===== src/rtl/goertzel_block_sequencer.sv =====
// Block sequencer for a Goertzel detector: feeds one sample at a time through an
// external fixed-latency inner-loop component and keeps the two-tap recursion state.
module goertzel_block_sequencer #(
  parameter int D_W      = 16,
  parameter int N_W      = 8,
  parameter int LOOP_LAT = 3
) (
  input  logic           sys_clk,
  input  logic           sys_rst,
  input  logic           start,
  input  logic [N_W-1:0] block_len,
  input  logic [D_W-1:0] coeff,
  input  logic [D_W-1:0] samp_data,
  input  logic           samp_valid,
  output logic           samp_ready,
  output logic [D_W-1:0] loop_coeff,
  output logic [D_W-1:0] loop_t1,
  output logic [D_W-1:0] loop_t2,
  output logic [D_W-1:0] loop_data,
  input  logic [D_W-1:0] loop_t1_out,
  output logic           busy,
  output logic           done,
  output logic [D_W-1:0] res_t1,
  output logic [D_W-1:0] res_t2
);

  localparam int              LAT_W    = (LOOP_LAT > 1) ? $clog2(LOOP_LAT) : 1;
  localparam logic [LAT_W-1:0] LAT_LAST = LAT_W'(LOOP_LAT - 1);

  typedef enum logic [1:0] {IDLE, WAIT_SAMPLE, WAIT_LOOP, FINISH} state_t;

  state_t         state, state_nxt;
  logic [D_W-1:0] coeff_q, t1, t2;
  logic [N_W-1:0] len_q, cnt;
  logic [LAT_W-1:0] lat_cnt;
  logic           lat_hit, last_sample;

  assign lat_hit     = (lat_cnt == LAT_LAST);
  // One extra bit so a block of 2^N_W-1 samples compares without wrapping.
  assign last_sample = (({1'b0, cnt} + (N_W+1)'(1)) == {1'b0, len_q});

  always_ff @(posedge sys_clk) begin
    // NOTE: reset is sampled on the clock edge here, so it lives inside the
    // clocked block and needs no separate sensitivity entry.
    if (sys_rst) state <= IDLE;
    else         state <= state_nxt;
  end

  always_comb begin
    // NOTE: every output of this block gets a default first, so no path can
    // leave a value unassigned and infer a latch.
    state_nxt  = state;
    samp_ready = 1'b0;
    busy       = 1'b1;
    done       = 1'b0;
    unique case (state)
      IDLE: begin
        busy = 1'b0;
        if (start) state_nxt = (block_len == '0) ? FINISH : WAIT_SAMPLE;
      end
      WAIT_SAMPLE: begin
        samp_ready = 1'b1;
        if (samp_valid) state_nxt = WAIT_LOOP;
      end
      WAIT_LOOP: begin
        if (lat_hit) state_nxt = last_sample ? FINISH : WAIT_SAMPLE;
      end
      FINISH: begin
        done      = 1'b1;
        state_nxt = IDLE;
      end
      default: state_nxt = IDLE;
    endcase
  end

  always_ff @(posedge sys_clk) begin
    if (sys_rst) begin
      coeff_q    <= '0;
      len_q      <= '0;
      t1         <= '0;
      t2         <= '0;
      cnt        <= '0;
      lat_cnt    <= '0;
      loop_coeff <= '0;
      loop_t1    <= '0;
      loop_t2    <= '0;
      loop_data  <= '0;
      res_t1     <= '0;
      res_t2     <= '0;
    end else begin
      unique case (state)
        IDLE: if (start) begin
          coeff_q <= coeff;
          len_q   <= block_len;
          t1      <= '0;
          t2      <= '0;
          cnt     <= '0;
          if (block_len == '0) begin
            res_t1 <= '0;
            res_t2 <= '0;
          end
        end
        WAIT_SAMPLE: if (samp_valid) begin
          loop_data  <= samp_data;
          loop_t1    <= t1;
          loop_t2    <= t2;
          loop_coeff <= coeff_q;
          lat_cnt    <= '0;
        end
        WAIT_LOOP: begin
          if (lat_hit) begin
            t2  <= t1;
            t1  <= loop_t1_out;
            cnt <= cnt + N_W'(1);
            if (last_sample) begin
              res_t1 <= loop_t1_out;
              res_t2 <= t1;
            end
          end else begin
            lat_cnt <= lat_cnt + LAT_W'(1);
          end
        end
        default: ;
      endcase
    end
  end

endmodule

===== config.mk =====
export PLATFORM = sky130hd
export DESIGN_NAME = goertzel_block_sequencer
export DESIGN_NICKNAME = d
export VERILOG_FILES = /design/src/rtl/goertzel_block_sequencer.sv
export SDC_FILE = /design/constraint.sdc
export NUM_CORES = 1
export LEC_CHECK = 0
export CAP_MARGIN = 25
export CORE_MARGIN = 5
export CORE_UTILIZATION = 48
export CTS_CLUSTER_DIAMETER = 150
export CTS_CLUSTER_SIZE = 25
export DETAILED_ROUTE_END_ITERATION = 12
export PLACE_DENSITY = 0.83
export SETUP_SLACK_MARGIN = 0.3
export SYNTH_ARGS = -nofsm -noshare
export SYNTH_HDL_FRONTEND = slang
export SYNTH_SLANG_ARGS = --single-unit

===== constraint.sdc =====
create_clock -name sys_clk -period 2.83 [get_ports sys_clk]
set_input_delay 0.566 -clock sys_clk [delete_from_list [all_inputs] [get_ports sys_clk]]
set_output_delay 0.566 -clock sys_clk [all_outputs]
set_load 0.005 [all_outputs]

==> out/metrics.yaml <==
grt:
  grt_pass1_wl_mm: 25.7
  antenna_found_initial: 0
  grt_pass1_vias: 5272
  grt.total_usage: 0.218
  gr-total-overflow: 0
  grt_max_degree: 120
logic_synthesis:
  synth_seq_cells: 164
  postSynth.asyncResetShare: 0
  ys_seq_area_frac: 0.546
  synth_edf_count: 0
  synth_cells: 683
  synth.cell_area_mm2: 0.00601
  ys_warn_count: 0
  synth_nets: 745
  yosysUniqueCellTypes: 46
  synth_top_area_cell: "dfxtp_1"
  synth_common_cells: "nand2_1 (185), dfxtp_1 (164), a21oi_1 (98)"
  synth_top_area_frac: 0.546
  synthFlopType: "dfxtp_1"
  ys_top_cells_by_area: "dfxtp_1 (55%), nand2_1 (12%), a21oi_1 (8.2%)"
  syn_area_per_cell_um2: 8.80
  yosysMostFrequentCell: "nand2_1"
placed_design:
  place_inst: 969
  placed_area_mm2: 0.00766
  place_ws_ps: 177
  hpwl_mm: 10.9
  port-buffer-count: 158
  place.gp.congestion: 0.879
die:
  die_area_mm2: 0.0149
  rows: 40
  start_util: 0.494
  die_height_um: 122
  die_width_um: 122
  core_area_mm2: 0.0122
  io_pins: 159
final_layout:
  num-nets-final: 882
  stdcell_area_mm2: 0.00826
  diodes: 0
  fin_cells: 1000
  fin_util: 0.679
  drive_gt1_frac: 0.0661
  area_growth_pct: 37.5
critical_path:
  reg2reg_from: "cnt[0]$_SDFFE_PP0P_"
  critPathCaptureType: "flip-flop"
  crit_start: "cnt[0]$_SDFFE_PP0P_"
  r2r_cells: 8
  critPathMaxFanout: 32
  startpoint_type: "flip-flop"
  r2r_setup_slack_ps: 490
  path_class: "flip-flop to flip-flop"
  crit_path_end: "res_t1[14]$_SDFFE_PP0P_"
  r2r_end: "res_t1[14]$_SDFFE_PP0P_"
  critPathRequiredTime_ps: 3140
  crit_arrival_ps: 2640
cts:
  cts_buffer_depth: 2
  clkTransAtPathRegs_ps: 60
  htree_num_levels: 4
  cts.sinks: 164
  cts_tree: "yes"
  root_buffer: "clkbuf_16"
  clock_latency_ps: 420
  holdBufCountCts: 0
  cts_setup_buffers: 0
  numCtsBuffers: 17
routing:
  drt.antenna.violating_nets: 0
  drt_iter0_drc: 390
  dr.pass1.iters: 5
  drc: 0
  drt-total-wl_mm: 16.0
  viasPerCell: 5.39
  wl_per_cell_um: 16.0
  vias: 5388
pwr:
  leakagePower_nw: 2.89
  power_switching_mw: 1.16
  clkPwrFrac: 0.449
  netSwitchingFraction: 0.230
  seqPwrFrac: 0.473
  power.density_mw_per_mm2: 610
  ir_worst_vdd_mv: 0.491
  comb_power_share: 0.078
  internal_power_mw: 3.88
job:
  maxCapViolations: 0
min_path:
  hold_class: "flip-flop to flip-flop"
sta:
  min_period_over_period: 0.825
  fin_tns_setup_ps: 0
  setup_viol: 0
  rsz0062_at_grt: "no"
  finClkSkew_ps: 6.87
  setup_slack_ps: 494
  finalHoldViolCount: 0
  relSlewSlack: 0.624
  drv_slew: 0
  layout_min_cycle_time_ps: 2340
  worst_slew_pin_slew_ps: 562
  max_freq_mhz: 428
run_status:
  status: "finished, final reports clean"
[per-stage QoR]
stage               power, mW  hold WS, ps
floorplan                2.63          432
global placement         2.81          437
detailed placement       2.82          444
CTS                      5.07          452
global route             5.22          463
finish                   5.04          449
[final cells by class]
type | count | area [um^2]
Multi-Input combinational cell | 466 | 2450
Fill cell | 993 | 3900
Tap cell | 168 | 210
Sequential cell | 164 | 3280
Timing Repair Buffer | 168 | 1720
Inverter | 3 | 11.3
Clock inverter | 10 | 124
Clock buffer | 21 | 460
[what timing repair did]
action / CTS / global route
hold endpoints to repair: 0 / 0
gates resized for setup: 0 / 3
endpoints found under the setup margin: 0 / 32
[worst min path at each step]
stage | from | endpoint | slack [ps] | cells after the start
floorplan | coeff_q[0]$_SDFFE_PP0P_ | loop_coeff[0]$_SDFFE_PP0P_ | 430 | 2
global placement | coeff_q[12]$_SDFFE_PP0P_ | loop_coeff[12]$_SDFFE_PP0P_ | 440 | 2
detailed placement | coeff_q[13]$_SDFFE_PP0P_ | loop_coeff[13]$_SDFFE_PP0P_ | 440 | 2
CTS | coeff_q[13]$_SDFFE_PP0P_ | loop_coeff[13]$_SDFFE_PP0P_ | 450 | 2
global route | coeff_q[13]$_SDFFE_PP0P_ | loop_coeff[13]$_SDFFE_PP0P_ | 460 | 2
finish | coeff_q[13]$_SDFFE_PP0P_ | loop_coeff[13]$_SDFFE_PP0P_ | 450 | 2
[routing by layer]
metal / GRT usage / share of wire
met5: 0 / 0
met2: 0.366 / 0.49
met3: 0.0664 / 0.073
met4: 0.0784 / 0.017
met1: 0.263 / 0.42
[worst max-delay path, cell delays in order, from the launching register on]
cell      delay (ps)
dfxtp_1          500
ha_4             240
nand3_2          130
o21ai_1          170
o21ai_0          160
nor4_4           400
a311oi_4         170
buf_12           200
a22o_1           240
[cell families (layout without fill, tap and decap cells)]
group	after synthesis	after routing	synth area share
buffers and inverters	53	202	0.0487
AOI/OAI and AO/OA	182	182	0.194
and+or+nand+nor	272	272	0.192
DFF	164	164	0.546
muxes	1	1	0.00167
adders and majority gates	2	2	0.00416
xor gates and xnor gates	9	9	0.0131
[cell usage in the layout (no fill, tap or decap), types with 4 or more instances in the layout]
master           count
nand2_1            184
dfxtp_1            164
clkdlybuf4s50_1    157
a21oi_1             98
nor2_1              51
a22o_1              32
a22oi_1             31
clkbuf_16           17
o21ai_0              7
xnor2_1              5
nor3_1               5
buf_4                5
buf_12               5
xor2_1               4
and3_1               4
nand2b_1             4
[power by group through the flow]
stage / sequential (mW) / clock [mW] / combinational, mW
finish: 2.38 / 2.26 / 0.393
global route: 2.39 / 2.40 / 0.427
CTS: 2.38 / 2.29 / 0.393
detailed placement: 2.43 / 0 / 0.390
global placement: 2.43 / 0 / 0.376
floorplan: 2.43 / 0 / 0.205
(Power assumes the default switching activity.)
